===== src/rtl/uart_rx_if.sv =====
// Receiver-side signal bundle: the serial line into the receiver and the
// byte/strobe/status signals out to the downstream 8-bit datapath.
interface uart_rx_if;
    logic       rx;
    logic [7:0] rx_data;
    logic       rx_valid;
    logic       frame_err;
    logic       busy;

    // Line driver / byte consumer side
    modport master (
        output rx,
        input  rx_data,
        input  rx_valid,
        input  frame_err,
        input  busy
    );

    // Receiver side
    modport slave (
        input  rx,
        output rx_data,
        output rx_valid,
        output frame_err,
        output busy
    );
endinterface


===== src/rtl/uart_rx.sv =====
// UART receiver, 8N1, LSB first, idle-high line.
// One byte holding register, one-cycle rx_valid / frame_err strobes.
// Bit timing comes from a free counter clocked by clk; every decision is
// taken on the synchronised line rx_s.
module uart_rx #(
    parameter int CLKS_PER_BIT = 434
) (
    input  logic     clk,
    input  logic     rst,
    uart_rx_if.slave bus
);
    localparam int CNT_W = $clog2(CLKS_PER_BIT);
    localparam logic [CNT_W-1:0] BIT_LAST  = CNT_W'(CLKS_PER_BIT - 1);
    localparam logic [CNT_W-1:0] HALF_LAST = CNT_W'((CLKS_PER_BIT / 2) - 1);

    typedef enum logic [2:0] {
        ST_IDLE,
        ST_START,
        ST_DATA,
        ST_STOP,
        ST_BREAK
    } state_t;

    logic [1:0]       sync_reg;
    logic             rx_s;

    state_t           state_reg,  state_next;
    logic [CNT_W-1:0] cnt_reg,    cnt_next;
    logic [2:0]       idx_reg,    idx_next;
    logic [7:0]       shift_reg,  shift_next;
    logic [7:0]       data_reg,   data_next;
    logic             valid_reg,  valid_next;
    logic             ferr_reg,   ferr_next;

    assign rx_s = sync_reg[1];

    // Two-flop synchroniser; presets to the idle level so reset never looks like a start bit
    always_ff @(posedge clk or posedge rst) begin
        if (rst) begin
            sync_reg <= 2'b11;
        end else begin
            sync_reg <= {sync_reg[0], bus.rx};
        end
    end

    // State, counters and output registers
    always_ff @(posedge clk or posedge rst) begin
        if (rst) begin
            state_reg <= ST_IDLE;
            cnt_reg   <= '0;
            idx_reg   <= '0;
            shift_reg <= '0;
            data_reg  <= 8'h00;
            valid_reg <= 1'b0;
            ferr_reg  <= 1'b0;
        end else begin
            state_reg <= state_next;
            cnt_reg   <= cnt_next;
            idx_reg   <= idx_next;
            shift_reg <= shift_next;
            data_reg  <= data_next;
            valid_reg <= valid_next;
            ferr_reg  <= ferr_next;
        end
    end

    // Next-state logic: baud counter wraps at CLKS_PER_BIT and restarts on every state change
    always_comb begin
        state_next = state_reg;
        cnt_next   = (cnt_reg == BIT_LAST) ? '0 : cnt_reg + 1'b1;
        idx_next   = idx_reg;
        shift_next = shift_reg;
        data_next  = data_reg;
        valid_next = 1'b0;
        ferr_next  = 1'b0;

        case (state_reg)
            ST_IDLE: begin
                cnt_next = '0;
                if (!rx_s) begin
                    state_next = ST_START;
                end
            end

            // Re-check the line at mid start bit to reject short glitches
            ST_START: begin
                if (cnt_reg == HALF_LAST) begin
                    cnt_next = '0;
                    if (!rx_s) begin
                        state_next = ST_DATA;
                        idx_next   = 3'd0;
                    end else begin
                        state_next = ST_IDLE;
                    end
                end
            end

            // Sample at mid bit; shifting right lands the first (LSB) bit in bit 0
            ST_DATA: begin
                if (cnt_reg == BIT_LAST) begin
                    shift_next = {rx_s, shift_reg[7:1]};
                    if (idx_reg == 3'd7) begin
                        state_next = ST_STOP;
                        cnt_next   = '0;
                    end else begin
                        idx_next = idx_reg + 3'd1;
                    end
                end
            end

            // Leave at mid stop bit so a back-to-back start edge is still caught
            ST_STOP: begin
                if (cnt_reg == BIT_LAST) begin
                    cnt_next = '0;
                    if (rx_s) begin
                        data_next  = shift_reg;
                        valid_next = 1'b1;
                        state_next = ST_IDLE;
                    end else begin
                        ferr_next  = 1'b1;
                        state_next = ST_BREAK;
                    end
                end
            end

            // Hold off until the line returns high so a held-low line is not re-framed
            ST_BREAK: begin
                cnt_next = '0;
                if (rx_s) begin
                    state_next = ST_IDLE;
                end
            end

            default: begin
                state_next = ST_IDLE;
                cnt_next   = '0;
            end
        endcase
    end

    assign bus.rx_data   = data_reg;
    assign bus.rx_valid  = valid_reg;
    assign bus.frame_err = ferr_reg;
    assign bus.busy      = (state_reg != ST_IDLE);

endmodule

===== src/flat_wrapper.sv =====
// flat-port wrapper written by rule: the top's interface ports become plain ports
module uart_rx_flat 
#(
    parameter int CLKS_PER_BIT = 434
)
  (clk, rst, bus_rx, bus_rx_data, bus_rx_valid, bus_frame_err, bus_busy);
  uart_rx_if bus_i ();
  input  logic clk;
  input  logic rst;
  input wire logic [$bits(bus_i.rx)-1:0] bus_rx;
  output wire logic [$bits(bus_i.rx_data)-1:0] bus_rx_data;
  output wire logic [$bits(bus_i.rx_valid)-1:0] bus_rx_valid;
  output wire logic [$bits(bus_i.frame_err)-1:0] bus_frame_err;
  output wire logic [$bits(bus_i.busy)-1:0] bus_busy;
  assign bus_i.rx = bus_rx;
  assign bus_rx_data = bus_i.rx_data;
  assign bus_rx_valid = bus_i.rx_valid;
  assign bus_frame_err = bus_i.frame_err;
  assign bus_busy = bus_i.busy;
  uart_rx #(.CLKS_PER_BIT(CLKS_PER_BIT)) u_core (.clk(clk), .rst(rst), .bus(bus_i));
endmodule

===== config.mk =====
export PLATFORM = sky130hd
export DESIGN_NAME = uart_rx_flat
export DESIGN_NICKNAME = d
export VERILOG_FILES = /design/src/rtl/uart_rx_if.sv /design/src/rtl/uart_rx.sv /design/src/flat_wrapper.sv
export SDC_FILE = /design/constraint.sdc
export NUM_CORES = 1
export LEC_CHECK = 0
export CAP_MARGIN = 20
export CORE_ASPECT_RATIO = 1.1
export CORE_MARGIN = 2
export CORE_UTILIZATION = 55
export DETAILED_ROUTE_END_ITERATION = 10
export PLACE_DENSITY = 0.82
export SLEW_MARGIN = 20
export SYNTH_ARGS = -nofsm -noshare
export SYNTH_HDL_FRONTEND = slang
export SYNTH_SLANG_ARGS = --single-unit

===== constraint.sdc =====
create_clock -name clk -period 2.3 [get_ports clk]
set_input_delay 0.69 -clock clk [delete_from_list [all_inputs] [get_ports clk]]
set_output_delay 0.69 -clock clk [all_outputs]
set_load 0.02 [all_outputs]

Word-level counts from Yosys, hierarchy flattened
Cells that the tools add are included.

Bits in registers: 35. Input bits: 3. Output and inout bits: 11. Logic and storage cells: 58.

$add $sub $neg: 2. Equality and inequality tests: 15. Muxes and demuxes: 26. Reduce and logical (&&, ||, !) cells: 7.

Operator list (count): $mux 9 (5); $mux 3 (11); $pmux 9 s3 (1); $pmux 3 s5 (1); $ne 2x1->1 const B (5); $add 9x1->9 const B (1); $eq 9x8->1 const B (1); $eq 9x9->1 const B (1); $eq 3x2->1 const B (2); $eq 3x3->1 const B (2); $mux 1 (6); $ne 2x2->1 const B (3); $pmux 3 s2 (1); $reduce_and 6->1 (1); $reduce_and 5->1 (1); $add 3x1->3 const B (1); $eq 3x1->1 const B (1); $logic_not 3->1 (1); $reduce_and 3->1 (1); $reduce_bool 3->1 (1); $mux 2 (1); $reduce_and 2->1 (1); $reduce_bool 2->1 (1).

Logic depth before layout (Yosys ltp)
Gate-level depths: netlist of the first run.

Depth in word-level cells: 5. Mapped depth: 7. Mapped depth without buffers: 6.

Worst setup path before layout of the first run
Ideal clock, no wire load.

Path type: reg2reg. Start point: register u_core.idx_reg[0]. End point: register u_core.idx_reg[0]. Data arrival time: 1.733 ns. Data required time: 2.175 ns. Setup slack: 0.442 ns. Stages on the path, launching flop included: 7. Buffers on the path: 0. Clock period less this slack: 1.858 ns. Cells stage by stage: dfrtp_1 ha_1 ha_1 or4b_1 o41ai_1 o311ai_1 mux2_2.

Word-level cells in the longest chain between the ends: 4. Elaborated cells between the ends (all ways): 7.

Ends and longest elaborated chain: start: declaration (line uart_rx.sv:29) `logic [2:0] idx_reg, idx_next;`; start signal: assignment (line uart_rx.sv:59) `idx_reg <= idx_next;`; $add 3x1->3 (line uart_rx.sv:106) `idx_next = idx_reg + 3'd1;`; $mux 3 (line uart_rx.sv:102) `if (idx_reg == 3'd7) begin`; $mux 3 (line uart_rx.sv:100) `if (cnt_reg == BIT_LAST) begin`; $pmux 3 s2 (line uart_rx.sv:77) `case (state_reg)`.

Several ways; a longest one is shown, not always the timed one. The select of a mux whose other input is x is not followed. A chain may end at the register's enable or synchronous reset.

Worst setup path in the final report of the first run
Start point: register u_core.state_reg[2]. End point: output port bus_busy.

Word-level cells in the longest chain between the ends: 1.

Ends and longest elaborated chain: start: declaration (line uart_rx.sv:27) `state_t state_reg, state_next;`; start signal: assignment (line uart_rx.sv:57) `state_reg <= state_next;`; $reduce_bool 3->1 (line uart_rx.sv:144) `assign bus.busy = (state_reg != ST_IDLE);`; end: declaration (line flat_wrapper.sv:14) `output wire logic [$bits(bus_i.busy)-1:0] bus_busy;`.

Every way passes these cells.

==> flow_summary_export.csv, run 1 <==
group,metric,value,unit
place,dp_hpwl,1904,um
power_and_ir_drop,p_leak,0.8562,nW
clocking,tritoncts,"done",
timing,setup_viol,0,
logic_synthesis,netlist.top_cell.by_area,"dfrtp_1",
run,drv_cap,0,
floorplanning,die_h,59.97,um
drt,drt_iter0_markers,14,
timing,grt_setup_unrepaired,"false",
timing,fin_crit_sh,95.93,%
logic_synthesis,synth_top_area_share,52.72,%
worst_setup_path,critPathMaxFanout,9,
clocking,h-tree-depth,2,
floorplanning,initial_utilization,57.43,%
power_and_ir_drop,vdd_ir_drop_max,0.0005474,V
hold_path,hold_class,"reg -> reg",
logic_synthesis,ys_warn_count,0,
logic_synthesis,postSynthCellCount,127,
clocking,cts_buffers,5,
logic_synthesis,synth_cell_type_count,36,
timing,fmax,0.4532,GHz
global_route,grt_antenna_before_repair,0,
drt,avgViaCountPerCell,5.743,
global_route,grt_pass1_wl,4567,um
drt,first_pass_iters,4,
timing,min_period,2.206,ns
timing,slew-limit-headroom,69.08,%
floorplanning,die_x,54.89,um
drt,post-route-drc-count,0,
drt,routedWlPerCell,15.11,um
finish,synthToLayoutAreaGrowth,14.62,%
worst_setup_path,startpoint_type,"flop",
floorplanning,pin_count,14,
logic_synthesis,ys.flop_type,"dfrtp_1",
drt,wl,2704,um
timing,finalSetupTns,0,ns
worst_setup_path,crit_required,1.61,ns
global_route,track_usage,19.91,%
floorplanning,row_count,20,
timing,worstMarginPinSlew,0.4623,ns
finish,nNetsFinal,153,
worst_setup_path,critical_path_class,"reg -> out",
drt,via_count,1028,
logic_synthesis,synth_seq_area_share,56.07,%
clocking,clockBufferDepth,2,
drt,ant_nets,0,
logic_synthesis,synth_edf_count,0,
floorplanning,fp.dieArea,3291,um^2
timing,report.final.slew_viol_count,0,
clocking,cts.sinks,35,
logic_synthesis,synth_area,1567,um^2
timing,clock_skew,0.01034,ns
clocking,clkSlewWorstSetupHoldPaths,0.11,ns
finish,fillers,202,
power_and_ir_drop,power,0.9642,mW
power_and_ir_drop,power_density,537.0,nW/um^2
global_route,grt_pass1_vias,997,
logic_synthesis,syn_nets,135,
clocking,cts_root_buf,"clkbuf_4",
clocking,clock_latency,0.34,ns
clocking,postCtsSetupBuffers,0,
clocking,hold_buffers,0,
logic_synthesis,ys_ff_latch,35,
global_route,grt_max_degree,36,
finish,final-seq-area,878.3,um^2
finish,multiInputGateArea,648.1,um^2
finish,largest_register_ffs,9,
floorplanning,core,2728,um^2
worst_setup_path,critPathCaptureType,"output port",
timing,hold_viol_final,0,
logic_synthesis,async_reset_ff_share,100.0,%
place,place.gp.congestion,0.7899,
place,port_buffers,13,
logic_synthesis,avgSynthCellArea,12.33,um^2
finish,n_antenna_cell,0,
worst_setup_path,critPathArrivalTime,1.52,ns
finish,layout-drive-gt1-share,22.60,%
run_status,outcome,"finished clean",
clocking,cts_resized,1,
global_route,overflow,0,
logic_synthesis,synth.area.top_cells,"dfrtp_1 (53%), mux2_2 (12%), ha_1 (4.0%), nor2_1 (3.6%), dfstp_2 (3.4%)",
## area by class of cell
type	count	area share, %
sequential	35	48.92
tap	33	2.300
inverter	5	1.045
timing repair buffer	16	8.432
clock buffer	5	2.091
multi-input combinational	82	36.10
clock inverter	3	1.115
## where the power goes
group          internal [mW]  total, mW  leakage (nW)  switching, mW
clock                  0.117      0.326        0.0272          0.209
sequential             0.618      0.620         0.467        0.00207
combinational        0.00512     0.0179         0.362         0.0128
## cells in the final DEF (no fill, tap or decap), types with 2 or more instances in the layout
| master | Yosys | final |
|---|---|---|
| xnor2_1 | 4 | 4 |
| mux2_2 | 17 | 17 |
| dfstp_2 | 2 | 2 |
| nand4b_1 | 2 | 2 |
| or3_1 | 2 | 2 |
| dfrtp_1 | 33 | 33 |
| nor2_1 | 15 | 15 |
| clkinvlp_4 | 0 | 2 |
| nand3_1 | 3 | 3 |
| a21o_1 | 2 | 2 |
| and3_1 | 2 | 2 |
| clkbuf_4 | 0 | 5 |
| a22o_1 | 2 | 2 |
| buf_4 | 0 | 3 |
| inv_1 | 5 | 5 |
| clkdlybuf4s50_1 | 0 | 12 |
| a21oi_1 | 2 | 2 |
| xor2_1 | 3 | 3 |
| ha_1 | 5 | 5 |
| o21ai_0 | 3 | 3 |
| nand2_1 | 3 | 3 |
## logic make-up after synthesis
kind of cell | after synthesis | share of synthesized area [%]
compound gates | 13 | 5.831
simple gates | 40 | 15.42
buf+inv | 10 | 2.556
xor+xnor | 7 | 3.914
mux | 17 | 12.22
flops | 35 | 56.07
fa+ha+maj | 5 | 3.994
## Yosys cell counts (2+ instances only)
| cell type | n |
|---|---|
| nand3_1 | 3 |
| mux2_2 | 17 |
| inv_1 | 5 |
| a21o_1 | 2 |
| o21ai_0 | 3 |
| a22o_1 | 2 |
| xnor2_1 | 4 |
| or3_1 | 2 |
| buf_2 | 2 |
| a21oi_1 | 2 |
| and3_1 | 2 |
| clkbuf_1 | 3 |
| nand4b_1 | 2 |
| xor2_1 | 3 |
| nor2_1 | 15 |
| dfrtp_1 | 33 |
| nand2_1 | 3 |
| dfstp_2 | 2 |
| ha_1 | 5 |
## path summary, 6_finish.rpt
check / start / endpoint / slack (ns) / depth (start not counted)
worst max-delay path: u_core.state_reg[2] / bus_busy / 0.09 / 2
worst min register to register: u_core.sync_reg[0] / u_core.sync_reg[1] / 0.36 / 0
max in group asynchronous: rst / u_core.sync_reg[0] / 1.22 / 3
min in group asynchronous: rst / u_core.idx_reg[1] / 0.73 / 3
worst max register to register: u_core.idx_reg[0] / u_core.idx_reg[0] / 0.28 / 6
worst min-delay path: u_core.sync_reg[0] / u_core.sync_reg[1] / 0.36 / 0
## stage by stage
step / utilization (%) / std cells / area, um^2 / worst slack (ns) / hold slack, ns
final: 65.83 / 179 / 1795 / 0.09365 / 0.3591
after global routing: 65.83 / 179 / 1795 / 0.02303 / 0.3638
after CTS: 65.83 / 179 / 1795 / 0.07325 / 0.3602
after detailed placement: 63.76 / 171 / 1739 / 0.2284 / 0.3564
after global placement: 63.76 / 171 / 1739 / 0.2700 / 0.3475
after floorplan: - / 127 / 1567 / 0.4425 / 0.3452
## critical path: stages, from the launching register on
cell and delay, ns:
dfrtp_1 0.48, or3_1 0.38, dlygate4sd2_1 0.32
## metal layers
layer	part of all wire (%)	GRT usage (%)	routed length [um]
met1	43	25.08	1160
met3	4.4	5.500	118
met4	1.4	9.643	38
met2	51	31.12	1387
met5	0	0	0
Power figures use the tool's default switching activity.
==> run 2: changes to the inputs <==
--- a/config.mk
+++ b/config.mk
@@ -9,6 +9,7 @@
 export CORE_ASPECT_RATIO = 1.1
 export CORE_MARGIN = 2
 export CORE_UTILIZATION = 55
+export CTS_CLUSTER_DIAMETER = 200
 export DETAILED_ROUTE_END_ITERATION = 10
 export PLACE_DENSITY = 0.82
 export SLEW_MARGIN = 20
==> results of run 2 <==
The final DEF is identical to that of run 1; final timing and power are the same.
==> run 3: changes to the inputs <==
--- a/config.mk
+++ b/config.mk
@@ -11,7 +11,7 @@
 export CORE_UTILIZATION = 55
 export CTS_CLUSTER_DIAMETER = 200
 export DETAILED_ROUTE_END_ITERATION = 10
-export PLACE_DENSITY = 0.82
+export PLACE_DENSITY = 0.85
 export SLEW_MARGIN = 20
 export SYNTH_ARGS = -nofsm -noshare
 export SYNTH_HDL_FRONTEND = slang
==> run 3 against run 2 <==
Net effect: sequential power barely moved; routed wire length about the same; non-clock buffer count did not move; utilization down 0.14 points; clock skew decreased by 0.0017 ns; via count fell by 2.0%; count of clock-buffer cells in the layout grew 1; clock power shrank 2%; sequential cell count unchanged; die area unchanged; register-to-register slack got worse by 0.04 ns; critical endpoint unchanged; largest power group unchanged.
==> flow_summary_export.csv, run 3 (synthesis gave the netlist of run 1 again) <==
group,metric,value,unit
clocking,h-tree-depth,2,
finish,nNetsFinal,153,
floorplanning,die_x,54.89,um
clocking,tritoncts,"done",
worst_setup_path,crit_required,1.61,ns
floorplanning,row_count,20,
place,place.gp.congestion,0.8034,
timing,report.final.slew_viol_count,0,
worst_setup_path,crit_chain,"or3_1, dlygate4sd2_1",
floorplanning,die_h,59.97,um
worst_setup_path,critPathArrivalTime,1.52,ns
worst_setup_path,critPathMaxFanout,9,
drt,post-route-drc-count,0,
worst_setup_path,slowest_stage,"dfrtp_1",
floorplanning,fp.dieArea,3291,um^2
global_route,grt_max_degree,36,
global_route,track_usage,19.81,%
clocking,clockBufferDepth,2,
drt,via_count,1007,
drt,routedWlPerCell,15.09,um
clocking,cts_buffers,5,
drt,avgViaCountPerCell,5.626,
place,dp.cells,171,
timing,grt_setup_unrepaired,"false",
global_route,grt_pass1_vias,1029,
timing,setup_viol,0,
clocking,cts.sinks,35,
worst_setup_path,rrSetupSlack,0.24,ns
floorplanning,pin_count,14,
power_and_ir_drop,vdd_ir_drop_max,0.0004232,V
hold_path,hold_class,"reg -> reg",
worst_setup_path,startpoint_type,"flop",
timing,min_period,2.210,ns
worst_setup_path,critical_path_class,"reg -> out",
timing,fmax,0.4524,GHz
finish,largest_register_ffs,9,
timing,finalSetupTns,0,ns
timing,hold_viol_final,0,
finish,fillers,209,
floorplanning,core,2728,um^2
global_route,overflow,0,
finish,fin_cells,179,
timing,fin_crit_sh,96.10,%
finish,n_antenna_cell,0,
drt,wl,2702,um
drt,drt_iter0_markers,35,
clocking,cts_root_buf,"clkbuf_4",
finish,final_cell_mix,"dfrtp_1 (33), mux2_2 (17), nor2_1 (15), clkdlybuf4s50_1 (12)",
timing,slew-limit-headroom,69.07,%
timing,clock_skew,0.008610,ns
place,port_buffers,13,
floorplanning,initial_utilization,57.43,%
run_status,outcome,"finished clean",
global_route,grt_pass1_wl,4457,um
power_and_ir_drop,power_density,535.4,nW/um^2
global_route,grt_antenna_before_repair,0,
clocking,clkSlewWorstSetupHoldPaths,0.10,ns
finish,multiInputGateArea,648.1,um^2
timing,worstMarginPinSlew,0.4624,ns
worst_setup_path,critPathCaptureType,"output port",
worst_setup_path,max_stage_delay,0.48,ns
finish,layout_commonest_cell,"dfrtp_1",
drt,ant_nets,0,
finish,layout-drive-gt1-share,21.92,%
place,dp_hpwl,1953,um
drt,first_pass_iters,4,
clocking,clock_latency,0.34,ns
run,drv_cap,0,
finish,synthToLayoutAreaGrowth,14.38,%
finish,final-seq-area,878.3,um^2
power_and_ir_drop,p_leak,0.8572,nW
run 3: cell types whose count changed in the layout (fill, tap and decap cells not counted):
cell | previous run | this run
clkbuf_1 | 0 | 1
clkinvlp_4 | 2 | 1
run 3: power by group:
part	internal [mW]	switching, mW
Clock	0.118	0.203
Sequential	0.618	0.00212
Combinational	0.00512	0.0132
Total	0.741	0.218
run 3: worst paths after layout:
check,start,end,depth (start not counted)
max,u_core.state_reg[2],bus_busy,2
min reg2reg,u_core.sync_reg[0],u_core.sync_reg[1],0
max in group asynchronous,rst,u_core.sync_reg[0],3
min,u_core.sync_reg[0],u_core.sync_reg[1],0
min in group asynchronous,rst,u_core.idx_reg[1],3
max reg2reg,u_core.idx_reg[0],u_core.idx_reg[0],6
run 3: through the flow:
stage / total power [mW] / hold slack, ns / utilization, % / cell area, um^2 / worst slack (ns)
after detailed placement: 0.6515 / 0.3566 / 63.76 / 1739 / 0.2458
after global placement: 0.6501 / 0.3463 / 63.76 / 1739 / 0.2727
final: 0.9592 / 0.3618 / 65.69 / 1792 / 0.08979
after floorplan: 0.6424 / 0.3452 / - / 1567 / 0.4425
after CTS: 0.9697 / 0.3628 / 65.69 / 1792 / 0.08278
after global routing: 0.9990 / 0.3749 / 65.69 / 1792 / 0.02106
run 3: metal layers:
layer | track usage (%) | part of all wire, %
met2 | 32.31 | 52
met4 | 12.50 | 2.6
met5 | 0 | 0
met1 | 22.46 | 42
met3 | 5.250 | 3.6
run 3: final cells by class:
cell class              count  share of cell area [%]
flip-flops and latches     35                   49.02
clock inverters             2                  0.6983
repair buffers             16                   8.450
inverters                   5                   1.047
clock buffers               6                   2.304
well taps                  33                   2.304
multi-input cells          82                   36.17
run 3: repair_timing:
action,CTS,global route
hold buffers,0,0
endpoints found under the setup margin,1,0
setup buffers,0,0
gates resized for setup,1,0
run 3: critical path: cells and delay by family, from the launching register on:
kind | cells | cell delay (ns)
buffers and inverters | 1 | 0.32
flip-flops | 1 | 0.48
AND/OR/NAND/NOR | 1 | 0.38
